`config.mk`:
```
export PLATFORM = sky130hd
export DESIGN_NAME = alu_ex_stage_flat
export DESIGN_NICKNAME = d
export VERILOG_FILES = /design/src/rtl/alu_pkg.sv /design/src/rtl/alu_ex_stage_if.sv /design/src/rtl/modular_alu.sv /design/src/rtl/alu_ex_stage.sv /design/src/flat_wrapper.sv
export SDC_FILE = /design/constraint.sdc
export NUM_CORES = 1
export LEC_CHECK = 0
export CAP_MARGIN = 0
export CORE_MARGIN = 3
export CORE_UTILIZATION = 55
export CTS_CLUSTER_SIZE = 20
export DETAILED_ROUTE_END_ITERATION = 7
export DONT_BUFFER_PORTS = 1
export PLACE_DENSITY = 0.73
export REMOVE_ABC_BUFFERS = 1
export SLEW_MARGIN = 20
export SYNTH_ARGS = -nofsm -noshare
export SYNTH_HDL_FRONTEND = slang
export SYNTH_SLANG_ARGS = --single-unit
```
`constraint.sdc`:
```
create_clock -name clk -period 4.41 [get_ports clk]
set_clock_uncertainty 0.1 [all_clocks]
set_input_delay 1.323 -clock clk [delete_from_list [all_inputs] [get_ports clk]]
set_output_delay 1.323 -clock clk [all_outputs]
set_load 0.05 [all_outputs]
```
`src/rtl/alu_pkg.sv`:
```
// Shared decode tables for the execute stage: aluc codes, I-type opcodes,
// exception codes and the opcode/funct decoder.
package alu_pkg;

  localparam logic [5:0] ALUC_ADD  = 6'b100000;
  localparam logic [5:0] ALUC_ADDU = 6'b100001;
  localparam logic [5:0] ALUC_SUB  = 6'b100010;
  localparam logic [5:0] ALUC_SUBU = 6'b100011;
  localparam logic [5:0] ALUC_AND  = 6'b100100;
  localparam logic [5:0] ALUC_OR   = 6'b100101;
  localparam logic [5:0] ALUC_XOR  = 6'b100110;
  localparam logic [5:0] ALUC_NOR  = 6'b100111;
  localparam logic [5:0] ALUC_SLT  = 6'b101010;
  localparam logic [5:0] ALUC_SLTU = 6'b101011;
  localparam logic [5:0] ALUC_SLL  = 6'b000000;
  localparam logic [5:0] ALUC_SRL  = 6'b000010;
  localparam logic [5:0] ALUC_SRA  = 6'b000011;
  localparam logic [5:0] ALUC_SLLV = 6'b000100;
  localparam logic [5:0] ALUC_SRLV = 6'b000110;
  localparam logic [5:0] ALUC_SRAV = 6'b000111;
  localparam logic [5:0] ALUC_LUI  = 6'b001111;

  localparam logic [5:0] OP_RTYPE = 6'b000000;
  localparam logic [5:0] OP_ADDI  = 6'b001000;
  localparam logic [5:0] OP_ADDIU = 6'b001001;
  localparam logic [5:0] OP_SLTI  = 6'b001010;
  localparam logic [5:0] OP_SLTIU = 6'b001011;
  localparam logic [5:0] OP_ANDI  = 6'b001100;
  localparam logic [5:0] OP_ORI   = 6'b001101;
  localparam logic [5:0] OP_XORI  = 6'b001110;
  localparam logic [5:0] OP_LUI   = 6'b001111;

  localparam int         EXC_W    = 2;
  localparam logic [1:0] EXC_NONE = 2'b00;
  localparam logic [1:0] EXC_OVF  = 2'b01;
  localparam logic [1:0] EXC_RSVD = 2'b10;

  typedef enum logic [2:0] {
    SEL_RR,
    SEL_SHAMT,
    SEL_SIMM,
    SEL_ZIMM,
    SEL_LUI,
    SEL_ZERO
  } opnd_sel_e;

  typedef struct packed {
    logic [5:0] aluc;
    logic       rsvd;
    opnd_sel_e  sel;
  } dec_t;

  // Reserved encodings fall back to ADDU on zero operands so the ALU stays quiet.
  function automatic dec_t decode(input logic [5:0] opcode, input logic [5:0] funct);
    dec_t d;
    d.aluc = ALUC_ADDU;
    d.rsvd = 1'b0;
    d.sel  = SEL_RR;
    if (opcode == OP_RTYPE) begin
      case (funct)
        ALUC_SLL, ALUC_SRL, ALUC_SRA: begin
          d.aluc = funct;
          d.sel  = SEL_SHAMT;
        end
        ALUC_ADD, ALUC_ADDU, ALUC_SUB, ALUC_SUBU, ALUC_AND, ALUC_OR, ALUC_XOR,
        ALUC_NOR, ALUC_SLT, ALUC_SLTU, ALUC_SLLV, ALUC_SRLV, ALUC_SRAV,
        ALUC_LUI: begin
          d.aluc = funct;
          d.sel  = SEL_RR;
        end
        default: begin
          d.rsvd = 1'b1;
          d.sel  = SEL_ZERO;
        end
      endcase
    end else begin
      case (opcode)
        OP_ADDI:  begin d.aluc = ALUC_ADD;  d.sel = SEL_SIMM; end
        OP_ADDIU: begin d.aluc = ALUC_ADDU; d.sel = SEL_SIMM; end
        OP_SLTI:  begin d.aluc = ALUC_SLT;  d.sel = SEL_SIMM; end
        OP_SLTIU: begin d.aluc = ALUC_SLTU; d.sel = SEL_SIMM; end
        OP_ANDI:  begin d.aluc = ALUC_AND;  d.sel = SEL_ZIMM; end
        OP_ORI:   begin d.aluc = ALUC_OR;   d.sel = SEL_ZIMM; end
        OP_XORI:  begin d.aluc = ALUC_XOR;  d.sel = SEL_ZIMM; end
        OP_LUI:   begin d.aluc = ALUC_LUI;  d.sel = SEL_LUI;  end
        default: begin
          d.rsvd = 1'b1;
          d.sel  = SEL_ZERO;
        end
      endcase
    end
    return d;
  endfunction

endpackage

```
`src/rtl/alu_ex_stage_if.sv`:
```
// Decode-side and memory-side handshake bundle of the execute stage.
interface alu_ex_stage_if
  import alu_pkg::*;
#(
  parameter int WIDTH = 32
);
  logic             in_valid;
  logic             in_ready;
  logic [5:0]       in_opcode;
  logic [5:0]       in_funct;
  logic [4:0]       in_shamt;
  logic [15:0]      in_imm;
  logic [WIDTH-1:0] in_rs_val;
  logic [WIDTH-1:0] in_rt_val;
  logic [4:0]       in_dst;

  logic             out_valid;
  logic             out_ready;
  logic [WIDTH-1:0] out_result;
  logic [4:0]       out_dst;
  logic             out_wen;
  logic             out_zero;
  logic             out_negative;
  logic [EXC_W-1:0] out_exc;

  modport master (
    output in_valid, in_opcode, in_funct, in_shamt, in_imm, in_rs_val, in_rt_val,
           in_dst, out_ready,
    input  in_ready, out_valid, out_result, out_dst, out_wen, out_zero,
           out_negative, out_exc
  );

  modport slave (
    input  in_valid, in_opcode, in_funct, in_shamt, in_imm, in_rs_val, in_rt_val,
           in_dst, out_ready,
    output in_ready, out_valid, out_result, out_dst, out_wen, out_zero,
           out_negative, out_exc
  );
endinterface

```
`src/rtl/modular_alu.sv`:
```
// Combinational ALU keyed by the 6-bit aluc code; shifts take the amount from a[4:0].
module modular_alu
  import alu_pkg::*;
#(
  parameter int WIDTH = 32
) (
  input  logic [5:0]       aluc,
  input  logic [WIDTH-1:0] a,
  input  logic [WIDTH-1:0] b,
  output logic [WIDTH-1:0] r,
  output logic             zero,
  output logic             negative,
  output logic             overflow
);
  logic [WIDTH-1:0]        sum;
  logic [WIDTH-1:0]        diff;
  logic [4:0]              sh;
  logic signed [WIDTH-1:0] b_s;

  assign sum  = a + b;
  assign diff = a - b;
  assign sh   = a[4:0];
  assign b_s  = $signed(b);

  always_comb begin
    r        = '0;
    overflow = 1'b0;
    case (aluc)
      ALUC_ADD, ALUC_ADDU: begin
        r        = sum;
        overflow = (a[WIDTH-1] == b[WIDTH-1]) && (sum[WIDTH-1] != a[WIDTH-1]);
      end
      ALUC_SUB, ALUC_SUBU: begin
        r        = diff;
        overflow = (a[WIDTH-1] != b[WIDTH-1]) && (diff[WIDTH-1] != a[WIDTH-1]);
      end
      ALUC_AND:             r = a & b;
      ALUC_OR:              r = a | b;
      ALUC_XOR:             r = a ^ b;
      ALUC_NOR:             r = ~(a | b);
      ALUC_SLT:             r = {{(WIDTH-1){1'b0}}, ($signed(a) < $signed(b))};
      ALUC_SLTU:            r = {{(WIDTH-1){1'b0}}, (a < b)};
      ALUC_SLL, ALUC_SLLV:  r = b << sh;
      ALUC_SRL, ALUC_SRLV:  r = b >> sh;
      ALUC_SRA, ALUC_SRAV:  r = b_s >>> sh;
      ALUC_LUI:             r = {b[15:0], 16'h0000};
      default:              r = '0;
    endcase
  end

  assign zero     = (r == '0);
  assign negative = r[WIDTH-1];
endmodule

```
`src/rtl/alu_ex_stage.sv`:
```
// Two-stage execute pipeline: stage 1 holds decoded operands, stage 2 holds
// the ALU result and exception status; both boundaries are valid/ready.
module alu_ex_stage
  import alu_pkg::*;
#(
  parameter int WIDTH = 32
) (
  input  logic          clk,
  input  logic          rst_n,
  input  logic          flush,
  alu_ex_stage_if.slave bus
);
  dec_t             dec;
  logic [WIDTH-1:0] a_nxt;
  logic [WIDTH-1:0] b_nxt;

  logic             s1_valid;
  logic             s1_rsvd;
  logic [5:0]       s1_aluc;
  logic [WIDTH-1:0] s1_a;
  logic [WIDTH-1:0] s1_b;
  logic [4:0]       s1_dst;

  logic             s2_valid;
  logic [WIDTH-1:0] s2_result;
  logic [4:0]       s2_dst;
  logic             s2_wen;
  logic             s2_zero;
  logic             s2_neg;
  logic [EXC_W-1:0] s2_exc;

  logic             s2_ready;
  logic             s1_adv;
  logic             in_fire;

  logic [WIDTH-1:0] alu_r;
  logic             alu_zero;
  logic             alu_neg;
  logic             alu_ovf;
  logic [EXC_W-1:0] exc_nxt;

  assign dec = decode(bus.in_opcode, bus.in_funct);

  always_comb begin
    a_nxt = bus.in_rs_val;
    b_nxt = bus.in_rt_val;
    case (dec.sel)
      SEL_SHAMT: a_nxt = {{(WIDTH-5){1'b0}}, bus.in_shamt};
      SEL_SIMM:  b_nxt = {{(WIDTH-16){bus.in_imm[15]}}, bus.in_imm};
      SEL_ZIMM:  b_nxt = {{(WIDTH-16){1'b0}}, bus.in_imm};
      SEL_LUI: begin
        a_nxt = '0;
        b_nxt = {{(WIDTH-16){1'b0}}, bus.in_imm};
      end
      SEL_ZERO: begin
        a_nxt = '0;
        b_nxt = '0;
      end
      default: ;
    endcase
  end

  // in_ready depends only on pipeline state, never on in_valid.
  assign s2_ready     = !s2_valid || bus.out_ready;
  assign s1_adv       = s1_valid && s2_ready;
  assign bus.in_ready = !s1_valid || s1_adv;
  assign in_fire      = bus.in_valid && bus.in_ready && !flush;

  always_ff @(posedge clk or negedge rst_n) begin
    if (!rst_n) begin
      s1_valid <= 1'b0;
    end else if (flush) begin
      s1_valid <= 1'b0;
    end else if (bus.in_ready) begin
      s1_valid <= bus.in_valid;
    end
  end

  always_ff @(posedge clk or negedge rst_n) begin
    if (!rst_n) begin
      s1_rsvd <= 1'b0;
      s1_aluc <= '0;
      s1_a    <= '0;
      s1_b    <= '0;
      s1_dst  <= '0;
    end else if (in_fire) begin
      s1_rsvd <= dec.rsvd;
      s1_aluc <= dec.aluc;
      s1_a    <= a_nxt;
      s1_b    <= b_nxt;
      s1_dst  <= bus.in_dst;
    end
  end

  modular_alu #(
    .WIDTH(WIDTH)
  ) u_alu (
    .aluc     (s1_aluc),
    .a        (s1_a),
    .b        (s1_b),
    .r        (alu_r),
    .zero     (alu_zero),
    .negative (alu_neg),
    .overflow (alu_ovf)
  );

  // ADDI decodes to ADD, so only the signed add/sub codes can trap.
  always_comb begin
    exc_nxt = EXC_NONE;
    if (s1_rsvd) begin
      exc_nxt = EXC_RSVD;
    end else if (alu_ovf && ((s1_aluc == ALUC_ADD) || (s1_aluc == ALUC_SUB))) begin
      exc_nxt = EXC_OVF;
    end
  end

  always_ff @(posedge clk or negedge rst_n) begin
    if (!rst_n) begin
      s2_valid <= 1'b0;
    end else if (flush) begin
      s2_valid <= 1'b0;
    end else if (s2_ready) begin
      s2_valid <= s1_valid;
    end
  end

  always_ff @(posedge clk or negedge rst_n) begin
    if (!rst_n) begin
      s2_result <= '0;
      s2_dst    <= '0;
      s2_wen    <= 1'b0;
      s2_zero   <= 1'b0;
      s2_neg    <= 1'b0;
      s2_exc    <= EXC_NONE;
    end else if (s1_adv) begin
      s2_result <= alu_r;
      s2_dst    <= s1_dst;
      s2_wen    <= (exc_nxt == EXC_NONE);
      s2_zero   <= alu_zero;
      s2_neg    <= alu_neg;
      s2_exc    <= exc_nxt;
    end
  end

  assign bus.out_valid    = s2_valid;
  assign bus.out_result   = s2_result;
  assign bus.out_dst      = s2_dst;
  assign bus.out_wen      = s2_wen;
  assign bus.out_zero     = s2_zero;
  assign bus.out_negative = s2_neg;
  assign bus.out_exc      = s2_exc;
endmodule

```
`src/flat_wrapper.sv`:
```
// flat-port wrapper written by rule: the top's interface ports become plain ports
module alu_ex_stage_flat import alu_pkg::*;
#(
  parameter int WIDTH = 32
)
  (clk, rst_n, flush, bus_in_valid, bus_in_opcode, bus_in_funct, bus_in_shamt, bus_in_imm, bus_in_rs_val, bus_in_rt_val, bus_in_dst, bus_out_ready, bus_in_ready, bus_out_valid, bus_out_result, bus_out_dst, bus_out_wen, bus_out_zero, bus_out_negative, bus_out_exc);
  alu_ex_stage_if #(.WIDTH(WIDTH)) bus_i ();
  input  logic clk;
  input  logic rst_n;
  input  logic flush;
  input wire logic [$bits(bus_i.in_valid)-1:0] bus_in_valid;
  input wire logic [$bits(bus_i.in_opcode)-1:0] bus_in_opcode;
  input wire logic [$bits(bus_i.in_funct)-1:0] bus_in_funct;
  input wire logic [$bits(bus_i.in_shamt)-1:0] bus_in_shamt;
  input wire logic [$bits(bus_i.in_imm)-1:0] bus_in_imm;
  input wire logic [$bits(bus_i.in_rs_val)-1:0] bus_in_rs_val;
  input wire logic [$bits(bus_i.in_rt_val)-1:0] bus_in_rt_val;
  input wire logic [$bits(bus_i.in_dst)-1:0] bus_in_dst;
  input wire logic [$bits(bus_i.out_ready)-1:0] bus_out_ready;
  output wire logic [$bits(bus_i.in_ready)-1:0] bus_in_ready;
  output wire logic [$bits(bus_i.out_valid)-1:0] bus_out_valid;
  output wire logic [$bits(bus_i.out_result)-1:0] bus_out_result;
  output wire logic [$bits(bus_i.out_dst)-1:0] bus_out_dst;
  output wire logic [$bits(bus_i.out_wen)-1:0] bus_out_wen;
  output wire logic [$bits(bus_i.out_zero)-1:0] bus_out_zero;
  output wire logic [$bits(bus_i.out_negative)-1:0] bus_out_negative;
  output wire logic [$bits(bus_i.out_exc)-1:0] bus_out_exc;
  assign bus_i.in_valid = bus_in_valid;
  assign bus_i.in_opcode = bus_in_opcode;
  assign bus_i.in_funct = bus_in_funct;
  assign bus_i.in_shamt = bus_in_shamt;
  assign bus_i.in_imm = bus_in_imm;
  assign bus_i.in_rs_val = bus_in_rs_val;
  assign bus_i.in_rt_val = bus_in_rt_val;
  assign bus_i.in_dst = bus_in_dst;
  assign bus_i.out_ready = bus_out_ready;
  assign bus_in_ready = bus_i.in_ready;
  assign bus_out_valid = bus_i.out_valid;
  assign bus_out_result = bus_i.out_result;
  assign bus_out_dst = bus_i.out_dst;
  assign bus_out_wen = bus_i.out_wen;
  assign bus_out_zero = bus_i.out_zero;
  assign bus_out_negative = bus_i.out_negative;
  assign bus_out_exc = bus_i.out_exc;
  alu_ex_stage #(.WIDTH(WIDTH)) u_core (.clk(clk), .rst_n(rst_n), .flush(flush), .bus(bus_i));
endmodule
```
### Word-level counts from Yosys, hierarchy flattened

Index checks and enable logic that the tools add are counted.

| word-level totals | value |
|---|---|
| register bits after elaboration | 120 |
| input bits | 107 |
| output and inout bits | 44 |
| word-level logic and storage cells | 122 |

| cells by class | value |
|---|---|
| $add $sub $neg | 2 |
| $lt $le $gt $ge | 2 |
| equality and inequality tests | 49 |
| shifts and indexed selects | 3 |
| muxes and demuxes | 17 |
| bitwise logic cells | 4 |
| reduce and logical (&&, ||, !) cells | 32 |

Operator list:

| kind | number |
|---|---|
| $pmux 32 s12 | 1 |
| $eq 6x6->1 const B | 20 |
| $pmux 32 s3 | 1 |
| $lt 32x32->1 | 2 |
| $pmux 32 s2 | 1 |
| $eq 6x4->1 const B | 10 |
| $pmux 6 s7 | 1 |
| $eq 6x3->1 const B | 6 |
| $add 32x32->32 | 1 |
| $and 32x32->32 | 1 |
| $logic_not 32->1 | 1 |
| $not 32->32 | 1 |
| $or 32x32->32 | 1 |
| $shl 32x5->32 | 1 |
| $shr 32x5->32 | 1 |
| $sshr 32x5->32 | 1 |
| $sub 32x32->32 | 1 |
| $xor 32x32->32 | 1 |
| $eq 6x2->1 const B | 4 |
| $logic_not 6->1 | 3 |
| $reduce_or 17->1 | 1 |
| $reduce_or 14->1 | 1 |
| $reduce_or 2->1 | 7 |
| $mux 10 | 1 |
| other kinds (19) | 40 |

### Depth between registers and ports, before layout

Gate-level depths: netlist (run 1).

| logic depth | value |
|---|---|
| depth after elaboration | 8 |
| mapped depth | 18 |

### Cells and area by module

A second synthesis (run 1) with hierarchy kept.

| second synthesis, totals | value |
|---|---|
| cell total of the unflattened synthesis | 1904 |
| area, all modules | 15503.6 um2 |

Modules (own cells, without submodules):

| module | instances | cells an instance | area each (um2) | seq. area each (um2) |
|---|---|---|---|---|
| modular_alu | 1 | 1432 | 10159.7 | 0.0 |
| alu_ex_stage | 1 | 472 | 5343.9 | 3002.9 |

### Least setup slack after synthesis (run 1)

Ideal clock, no wire load.

| timing | value |
|---|---|
| kind | register -> register |
| start | reg u_core.s1_a[2] |
| end | reg u_core.s2_zero, in the netlist u_core.bus.out_zero |
| setup time | 104 ps |
| data arrival time | 4356 ps |
| required time | 4206 ps |
| setup slack | -149 ps |
| stages on the path, launching flop included | 19 |
| clock period less this slack | 4559 ps |
| path through | dfrtp_1 -> buf_2 -> inv_1 -> buf_2 -> buf_2 -> clkbuf_1 -> ha_1 -> buf_2 -> nor3_1 -> o31ai_1 -> nor4_1 -> nor3_1 -> o2111a_1 -> a211o_1 -> and4b_1 -> and4bb_1 -> nand4_1 -> or4_1 -> o41ai_2 |

| on the way | value |
|---|---|
| cells in the longest elaborated chain, start to end | 4 |

Ends and longest elaborated chain:

| what | line | source |
|---|---|---|
| from (decl) | alu_ex_stage.sv:20 | `logic [WIDTH-1:0] s1_a;` |
| from (signal assigned) | alu_ex_stage.sv:89 | `s1_a <= a_nxt;` |
| branches (longest 2 deep; another with $sub 32x32->32) | -- |  |
| $pmux 32 s12 * | modular_alu.sv:28 | `case (aluc)` |
| $logic_not 32->1 * | modular_alu.sv:51 | `assign zero = (r == '0);` |
| to (signal assigned) | alu_ex_stage.sv:139 | `s2_zero <= alu_zero;` |
| to (decl) | alu_ex_stage.sv:28 | `logic s2_zero;` |

Every way passes the cells marked *.
A chain may end at the register's enable or synchronous reset.

### Worst setup path in the final report (run 1)

| timing | value |
|---|---|
| start | reg u_core.s1_a[0] |
| end | reg u_core.s2_zero, in the netlist u_core.bus.out_zero |

The elaborated chain is that of the path after synthesis.

==> key figures, run 1 <==
Floorplan
  – Standard cell core area: 0.0255 mm²
  – Top-level I/O count: between 150 and 200
  – Die X: 168 µm
  – Full die area: 0.0282 mm²
  – Die height: 168 µm
  – Effective utilization at floorplan: 0.567
  – # rows: between 50 and 60

Clocking
  – Number of buffers added to fix hold violations after cts: 0
  – Clk sinks: 119
  – CTS tree: built
  – H-tree depth: 4
  – Maximum number of buffers from clock root to sink: 2
  – Clock input transition at the sequential cells of the worst setup and hold paths: 0.08 ns
  – Clk_lat worst skew: 0.43 ns
  – Number of buffers created by CTS: 17
  – CTS root buffer: sky130_fd_sc_hd__clkbuf_16

Logic synthesis
  – Top_reg_cell synth: sky130_fd_sc_hd__dfrtp_1
  – Fraction of registers with async set/reset: 1.00
  – Number of instances in the synthesized netlist: roughly 1900
  – #FFs+latches synth: 119
  – Leading area contributor after synthesis: sky130_fd_sc_hd__dfrtp_1
  – Sequential fraction of the synthesis area: 0.206
  – Fraction of synthesized cell area taken by the top area cell type: 0.206
  – Warning count from the yosys run: 0
  – Post-Syn Area per Cell: 7.72 µm²
  – EDFF count, synth: 0
  – Distinct cell type count of the synthesized netlist: 88
  – Mapped cell area: 0.0144 mm²
  – Dominant cells by area after synthesis: sky130_fd_sc_hd__dfrtp_1 (21%), sky130_fd_sc_hd__ha_1 (8.3%), sky130_fd_sc_hd__a21oi_1 (5.4%), sky130_fd_sc_hd__o21ai_0 (5.3%), sky130_fd_sc_hd__mux2i_1 (4.6%)

Pwr
  – Switching part of the total: 0.502
  – Relative contribution of the clock network to total power: 0.212
  – Largest vdd supply drop: 0.271 mV
  – Comb pwr share: 0.503
  – Portion of total power attributed to sequential cells: 0.285
  – Power per unit of standard cell area: 405 mW/mm²
  – Static leakage: 7.21 nW
  – Net switching power: 3.40 mW
  – Power Internal: 3.38 mW

Cells and area
  – Commonest non-fill, non-tap cell in the layout: sky130_fd_sc_hd__buf_4
  – Post-route design area: ~0.017 mm²
  – Commonest cells after routing, fill and taps aside: sky130_fd_sc_hd__buf_4 (220), sky130_fd_sc_hd__nand2_1 (178), sky130_fd_sc_hd__a21oi_1 (154)
  – FF/Latch Area: 0.00299 mm²
  – Final net count: 2166
  – Post-synthesis to final-layout area growth: 15.9%
  – Final-layout fill cell count: 2183
  – Footprint of the multi-input gates: 0.0106 mm²
  – Fraction of final layout cells with drive strength greater than 1: 0.199
  – Post-Layout Cell Count: between 2000 and 2500

Timing
  – Final max-slew violation count: 0
  – Slew at the pin closest to its max-slew limit: 1.08 ns
  – Worst relative slew slack: 0.276
  – Part of the cycle the worst path needs: 0.984
  – Fin. Hold Viols: 0
  – Peak clock frequency supported by timing: 231 MHz
  – Final setup violation count: 0
  – Setup repair after global routing missed its margin: no
  – Time the final worst path needs with I/O delays and setup: 4.34 ns

Run status
  – Status: complete, no violations

Global route
  – Aggregate global routing overflow: 0
  – Wire length of the first global-routing pass: 101000 µm
  – Pin count of the biggest net entering global routing: 120
  – Vias in the first global route: 16200
  – Initial antenna violation count: 2
  – Total global routing track utilization: 0.464

Placed design
  – Post-placement cell count: between 2000 and 2500
  – Detail Placement HPWL: 51600 µm
  – Buffers on Ports: 0
  – Final weighted congestion of routability-driven global placement: 1.12
  – Total cell area at the placement stage: 0.0160 mm²

Hold path
  – Classification of the worst-slack hold path: flip-flop to flip-flop

Routing
  – Number of iterations in the first detailed-routing pass: 8
  – Vias after detailed routing: approximately 17000
  – Mean routed wirelength per cell: a little under 30 µm
  – ANT nets after route: 0
  – DRC violations left: 0
  – Count of routing violations after the opening detailed-route iteration: 2456
  – Post-detailed-routing wire length: about 68000 µm
  – Per-cell via count in the routed design: 7.35

Job
  – Number of maximum-capacitance constraint violations: 0

Critical path
  – Startpoint kind of the worst setup timing path: flip-flop
  – Worst Setup End Kind: flip-flop
  – Worst-path maximum fanout: 5
  – Crit path arrival time: 4.56 ns
  – Required time at the worst-slack endpoint: 4.63 ns
  – Type of the worst setup path: flip-flop to flip-flop
==> critical path: stages (launching register included) <==
cell and delay, ns:
sky130_fd_sc_hd__dfrtp_4 0.52, sky130_fd_sc_hd__inv_1 0.09, sky130_fd_sc_hd__ha_1 0.17, sky130_fd_sc_hd__inv_1 0.06, sky130_fd_sc_hd__fa_2 0.37, sky130_fd_sc_hd__nor2b_1 0.15, sky130_fd_sc_hd__o211ai_1 0.20, sky130_fd_sc_hd__buf_4 0.18
sky130_fd_sc_hd__a21oi_1 0.06, sky130_fd_sc_hd__o311ai_0 0.41, sky130_fd_sc_hd__a211oi_1 0.14, sky130_fd_sc_hd__nor3b_1 0.27, sky130_fd_sc_hd__nor4bb_1 0.32, sky130_fd_sc_hd__and4bb_1 0.29, sky130_fd_sc_hd__nand4_1 0.12, sky130_fd_sc_hd__or4_1 0.56
sky130_fd_sc_hd__o41ai_2 0.23
==> metrics by stage <==
step / hold slack, ns / worst slack (ns) / total power, mW / TNS, ns / utilization
after global placement: 0.354 / 0.0668 / 5.08 / 0 / 0.626
after CTS: 0.381 / 0.0160 / 6.55 / 0 / 0.649
after detailed placement: 0.365 / -0.0922 / 5.12 / -0.0922 / 0.626
after global routing: 0.433 / 0.00423 / 7.02 / 0 / 0.657
after floorplan: 0.342 / -1.74 / 3.76 / -22.50 / -
final: 0.385 / 0.0727 / 6.78 / 0 / 0.657
==> state kept, by name (all words and copies together) (netlist names), 2 cells and up <==
signal / flops
u_core.bus.out_exc: 2
u_core.s1_b: 32
u_core.bus.out_result: 31
u_core.s1_aluc: 6
u_core.bus.out_dst: 5
u_core.s1_a: 32
u_core.s1_dst: 5
==> layout make-up <==
class                   count  area share
flip-flops and latches    119       0.179
repair buffers            226       0.106
diodes                      1    0.000150
multi-input cells        1487       0.631
clock inverters            15     0.00905
inverters                 110      0.0247
clock buffers              17      0.0254
well taps                 330      0.0247
==> layer usage <==
layer  vias to the layer above  share of wire  track usage
li1                       7181              -            -
met1                      8031           0.36        0.593
met2                      1361           0.43        0.704
met3                       355           0.13        0.126
met4                         4          0.077        0.279
met5                         -        0.00034            0
==> cells in the mapped netlist, drive strengths merged (30+ instances only) <==
master and count:
a21oi 157, o22ai 30, mux2i 67, clkbuf 103, a221oi 40, a211oi 47, nand3 61, mux2 58
nand2 178, inv 108, ha 96, mux4 30, o211ai 38, dfrtp 119, nor3 40, o21ai 153
nor2 150, buf 51
==> logic make-up (layout without fill, tap and decap cells) <==
logic type,count (synthesis),in the layout,synth area share
compound gates,652,652,0.296
xor+xnor,27,27,0.0164
fa+ha+maj,98,98,0.0860
buf+inv,264,368,0.0752
flops,119,119,0.206
mux,155,155,0.141
other cells,0,1,0
simple gates,555,555,0.180
==> repair_timing <==
item	4_1_cts	5_1_grt
resized for setup	2	27
setup endpoints to repair	1	1
buffers inserted	0	4
pin swaps	0	11
gates cloned	0	1
==> path summary, 6_finish.rpt <==
kind	cells past startpoint	to	slack [ns]	startpoint
setup / recovery	16	u_core.bus.out_zero	0.07	u_core.s1_a[0]
hold / removal	2	u_core.s1_dst[2]	0.39	u_core.s1_dst[2]
setup reg to reg	16	u_core.bus.out_zero	0.07	u_core.s1_a[0]
hold reg to reg	2	u_core.s1_dst[2]	0.39	u_core.s1_dst[2]
max in group asynchronous	0	u_core.s1_a[2]	3.54	rst_n
min in group asynchronous	0	u_core.s1_a[11]	0.48	rst_n
==> power groups by stage <==
stage	combinational (mW)	sequential (mW)	clock, mW
after floorplan	1.74	2.01	0
after global placement	3.14	1.94	0
after detailed placement	3.17	1.95	0
after CTS	3.19	1.93	1.43
after global routing	3.57	1.95	1.50
final	3.41	1.93	1.44
(Power assumes the default switching activity.)
==> run 2: changes to the inputs <==
--- a/config.mk
+++ b/config.mk
@@ -16,4 +16,5 @@
 export SLEW_MARGIN = 20
 export SYNTH_ARGS = -nofsm -noshare
 export SYNTH_HDL_FRONTEND = slang
+export SYNTH_HIERARCHICAL = 1
 export SYNTH_SLANG_ARGS = --single-unit
==> key figures, run 2 <==
Run status
  – Status: finished with violations (was complete, no violations)
  – Violated checks: DRC

Logic synthesis
  – Distinct cell type count of the synthesized netlist: 95 (was 88)
  – Dominant cells by area after synthesis: sky130_fd_sc_hd__dfrtp_1 (19%), sky130_fd_sc_hd__ha_1 (7.9%), sky130_fd_sc_hd__mux4_2 (6.2%), sky130_fd_sc_hd__a21oi_1 (6.1%), sky130_fd_sc_hd__mux2i_1 (5.6%) (was sky130_fd_sc_hd__dfrtp_1 (21%), sky130_fd_sc_hd__ha_1 (8.3%), sky130_fd_sc_hd__a21oi_1 (5.4%), sky130_fd_sc_hd__o21ai_0 (5.3%), sky130_fd_sc_hd__mux2i_1 (4.6%))
  – Post-Syn Area per Cell: 8.14 µm² (was 7.72 µm²)
  – Largest family of logic cells by synthesized area: compound AO/OA/AOI/OAI gates (unchanged)
  – Multiplexer area fraction after synthesis: 0.172 (was 0.141)
  – #FFs+latches synth: 120 (was 119)
  – Warning count from the yosys run: 6 (was 0)
  – Top_reg_cell synth: sky130_fd_sc_hd__dfrtp_1 (unchanged)
  – Top cell types by occurrence after synthesis: sky130_fd_sc_hd__a21oi_1 (188), sky130_fd_sc_hd__nor2_1 (166), sky130_fd_sc_hd__nand2_1 (154) (was sky130_fd_sc_hd__nand2_1 (178), sky130_fd_sc_hd__a21oi_1 (157), sky130_fd_sc_hd__o21ai_0 (153))
  – Adder and majority gate portion of the synthesized area: 0.0817 (was 0.0860)
  – Post-synthesis compound-gate area fraction: 0.266 (was 0.296)
  – Fraction of registers with async set/reset: 1.00 (unchanged)
  – Leading area contributor after synthesis: sky130_fd_sc_hd__dfrtp_1 (unchanged)
  – Mapped cell area: 0.0155 mm² (was 0.0144 mm²)
  – Sequential fraction of the synthesis area: 0.194 (was 0.206)
  – Post-synthesis share of cell area spent on xor and xnor gates: 0.0311 (was 0.0164)
  – EDFF count, synth: 0 (unchanged)
  – Simple-gate area share of the yosys netlist: 0.172 (was 0.180)
  – Most numerous cell in the Yosys netlist: sky130_fd_sc_hd__a21oi_1 (was sky130_fd_sc_hd__nand2_1)
  – Number of instances in the synthesized netlist: 1904 (was 1870)
  – Fraction of synthesized cell area taken by the top area cell type: 0.194 (was 0.206)

Critical path
  – Worst-path maximum fanout: 20 (was 5)
  – Worst Path Buf+Inv: 3 (unchanged)
  – Kind of cell with the highest combined delay on the critical path: simple AND/OR/NAND/NOR gates (unchanged)
  – Slowest cell on crit path: sky130_fd_sc_hd__mux4_2 (was sky130_fd_sc_hd__or4_1)
  – Cell count of the worst reg-to-reg path: 14 (was 16)
  – Startpoint kind of the worst setup timing path: flip-flop (unchanged)
  – Logic depth of the worst path, buffers included: 14 (was 16)
  – Required time at the worst-slack endpoint: 4.69 ns (was 4.63 ns)
  – Crit path arrival time: 4.60 ns (was 4.56 ns)
  – Worst-path cell chain: buf_16 -> buf_16 -> mux4_2 -> nand2_1 -> nor3_1 -> nor4_1 -> o211ai_1 -> or3_1 -> or4b_4 -> nor4_2 -> buf_4 -> nand4_1 -> nor4_2 -> mux2_2 (was inv_1 -> ha_1 -> inv_1 -> fa_2 -> nor2b_1 -> o211ai_1 -> buf_4 -> a21oi_1 -> o311ai_0 -> a211oi_1 -> nor3b_1 -> nor4bb_1 -> and4bb_1 -> nand4_1 -> or4_1 -> o41ai_2)
  – Worst Setup End Kind: flip-flop (unchanged)
  – Type of the worst setup path: flip-flop to flip-flop (unchanged)
  – Peak per-stage delay on the critical path: 0.61 ns (was 0.56 ns)

Routing
  – ANT nets after route: 0 (unchanged)
  – Number of iterations in the first detailed-routing pass: 8 (unchanged)
  – Mean routed wirelength per cell: 30.1 µm (was 29.4 µm)
  – Vias after detailed routing: 17200 (was 16900)
  – Count of routing violations after the opening detailed-route iteration: 2805 (was 2456)
  – Per-cell via count in the routed design: 7.26 (was 7.35)
  – Post-detailed-routing wire length: 71400 µm (was 67700 µm)
  – DRC violations left: 3 (was 0)

Clocking
  – Clock input transition at the sequential cells of the worst setup and hold paths: 0.06 ns (was 0.08 ns)
  – Clk sinks: 120 (was 119)
  – CTS root buffer: sky130_fd_sc_hd__clkbuf_16 (unchanged)
  – Number of buffers created by CTS: 17 (unchanged)
  – Number of buffers added to fix hold violations after cts: 0 (unchanged)
  – Clk_lat worst skew: 0.44 ns (was 0.43 ns)
  – CTS tree: built (unchanged)
  – H-tree depth: 4 (unchanged)
  – Maximum number of buffers from clock root to sink: 2 (unchanged)

Cells and area
  – Core occupancy in the finished layout: 0.647 (was 0.657)
  – Post-Layout Cell Count: 2367 (was 2305)
  – Fraction of final layout cells with drive strength greater than 1: 0.209 (was 0.199)
  – Post-synthesis to final-layout area growth: 14.0% (was 15.9%)
  – Final net count: 2186 (was 2166)
  – Post-route design area: 0.0177 mm² (was 0.0167 mm²)
  – Commonest non-fill, non-tap cell in the layout: sky130_fd_sc_hd__buf_4 (unchanged)
  – Commonest cells after routing, fill and taps aside: sky130_fd_sc_hd__buf_4 (203), sky130_fd_sc_hd__a21oi_1 (187), sky130_fd_sc_hd__nor2_1 (165) (was sky130_fd_sc_hd__buf_4 (220), sky130_fd_sc_hd__nand2_1 (178), sky130_fd_sc_hd__a21oi_1 (154))
  – Final-layout fill cell count: 2381 (was 2183)

Global route
  – Pin count of the biggest net entering global routing: 121 (was 120)
  – Wire length of the first global-routing pass: 104000 µm (was 101000 µm)
  – Aggregate global routing overflow: 0 (unchanged)
  – Total global routing track utilization: 0.451 (was 0.464)
  – Vias in the first global route: 16300 (was 16200)
  – Initial antenna violation count: 3 (was 2)

Placed design
  – Total cell area at the placement stage: 0.0169 mm² (was 0.0160 mm²)
  – Buffers on Ports: 0 (unchanged)
  – Final weighted congestion of routability-driven global placement: 1.08 (was 1.12)
  – Post-placement cell count: 2327 (was 2267)
  – Detail Placement HPWL: 52400 µm (was 51600 µm)

Timing
  – Fin. Hold Viols: 0 (unchanged)
  – Slew at the pin closest to its max-slew limit: 1.10 ns (was 1.08 ns)
  – Time the final worst path needs with I/O delays and setup: 4.32 ns (was 4.34 ns)
  – Setup repair after global routing missed its margin: yes (was no)
  – Worst relative slew slack: 0.267 (was 0.276)
  – Peak clock frequency supported by timing: 231 MHz (about the same)
  – Final setup violation count: 0 (unchanged)
  – Part of the cycle the worst path needs: 0.980 (was 0.984)
  – Final max-slew violation count: 0 (unchanged)

Floorplan
  – Standard cell core area: 0.0273 mm² (was 0.0255 mm²)
  – Full die area: 0.0302 mm² (was 0.0282 mm²)
  – Die height: 174 µm (was 168 µm)
  – Die X: 174 µm (was 168 µm)
  – Top-level I/O count: 151 (unchanged)
  – # rows: 60 (was 58)
  – Effective utilization at floorplan: 0.567 (about the same)

Pwr
  – Static leakage: 7.56 nW (was 7.21 nW)
  – Power per unit of standard cell area: 433 mW/mm² (was 405 mW/mm²)
  – Post-route total power: 7.66 mW (was 6.78 mW)
  – Largest vdd supply drop: 0.366 mV (was 0.271 mV)

Hold path
  – Classification of the worst-slack hold path: flip-flop to flip-flop (unchanged)
  – Number of stages on the worst hold path: 2 (unchanged)

Job
  – Number of maximum-capacitance constraint violations: 0 (unchanged)
run 2: path summary, 6_finish.rpt:
| path | slack [ns] | startpoint | end |
|---|---|---|---|
| hold / removal | 0.37 | u_core/s1_dst[1] | u_core/s1_dst[1] |
| max in group asynchronous | 3.58 | rst_n | u_core/s1_aluc[1] |
| min in group asynchronous | 0.47 | rst_n | u_core/s1_a[13] |
| setup / recovery | 0.09 | u_core/s1_a[0] | u_core/bus.out_zero |
| setup reg to reg | 0.09 | u_core/s1_a[0] | u_core/bus.out_zero |
| hold reg to reg | 0.37 | u_core/s1_dst[1] | u_core/s1_dst[1] |
run 2: kinds of logic after synthesis:
kind of cell,after synthesis
DFF,120
buffers and inverters,260
adders and majority gates,100
AOI/OAI and AO/OA,626
and+or+nand+nor,547
xor gates and xnor gates,55
muxes,196
run 2: routing by layer:
layer,track usage,up-vias,share of wire
li1,-,7242,-
met2,0.686,1412,0.43
met5,0,-,0.00015
met3,0.137,343,0.13
met1,0.566,8195,0.36
met4,0.265,2,0.073
run 2: timing repair:
item	4_1_cts	5_1_grt
cloned	0	3
gates resized for setup	1	18
pin swaps	0	5
setup endpoints to repair	1	4
buffers inserted	0	2
run 2: worst register-to-register path, stage by stage, from the launching register on:
cell and delay, ns:
sky130_fd_sc_hd__dfrtp_4 0.46, sky130_fd_sc_hd__buf_16 0.22, sky130_fd_sc_hd__buf_16 0.22, sky130_fd_sc_hd__mux4_2 0.61
sky130_fd_sc_hd__nand2_1 0.13, sky130_fd_sc_hd__nor3_1 0.05, sky130_fd_sc_hd__nor4_1 0.39, sky130_fd_sc_hd__o211ai_1 0.21
sky130_fd_sc_hd__or3_1 0.48, sky130_fd_sc_hd__or4b_4 0.55, sky130_fd_sc_hd__nor4_2 0.15, sky130_fd_sc_hd__buf_4 0.18
sky130_fd_sc_hd__nand4_1 0.09, sky130_fd_sc_hd__nor4_2 0.23, sky130_fd_sc_hd__mux2_2 0.18
run 2: area by class of cell:
| class | count | area, µm² | area share |
|---|---|---|---|
| antenna | 3 | 7.51 | 0.000425 |
| clock buffer | 21 | 460 | 0.0261 |
| clock inverter | 11 | 171 | 0.00970 |
| inverter | 99 | 372 | 0.0210 |
| multi-input combinational | 1524 | 11300 | 0.641 |
| sequential | 120 | 3020 | 0.171 |
| tap | 372 | 465 | 0.0263 |
| timing repair buffer | 217 | 1840 | 0.104 |
run 2: power by group:
part | switching (mW) | total [mW] | internal (mW)
clock network | 0.580 | 1.56 | 0.976
registers | 0.764 | 2.09 | 1.32
logic | 2.39 | 4.02 | 1.63
run 2: metrics by stage:
| step | setup slack (ns) | hold WS (ns) | TNS [ns] |
|---|---|---|---|
| 5_1_grt | -0.000441 | 0.410 | -0.000441 |
| 3_3_place_gp | -0.0222 | 0.353 | -0.0222 |
| 6_report | 0.0886 | 0.374 | 0 |
| 4_1_cts | 0.0159 | 0.379 | 0 |
| 3_5_place_dp | -0.0187 | 0.364 | -0.0187 |
| 2_1_floorplan | -2.03 | 0.342 | -32.76 |
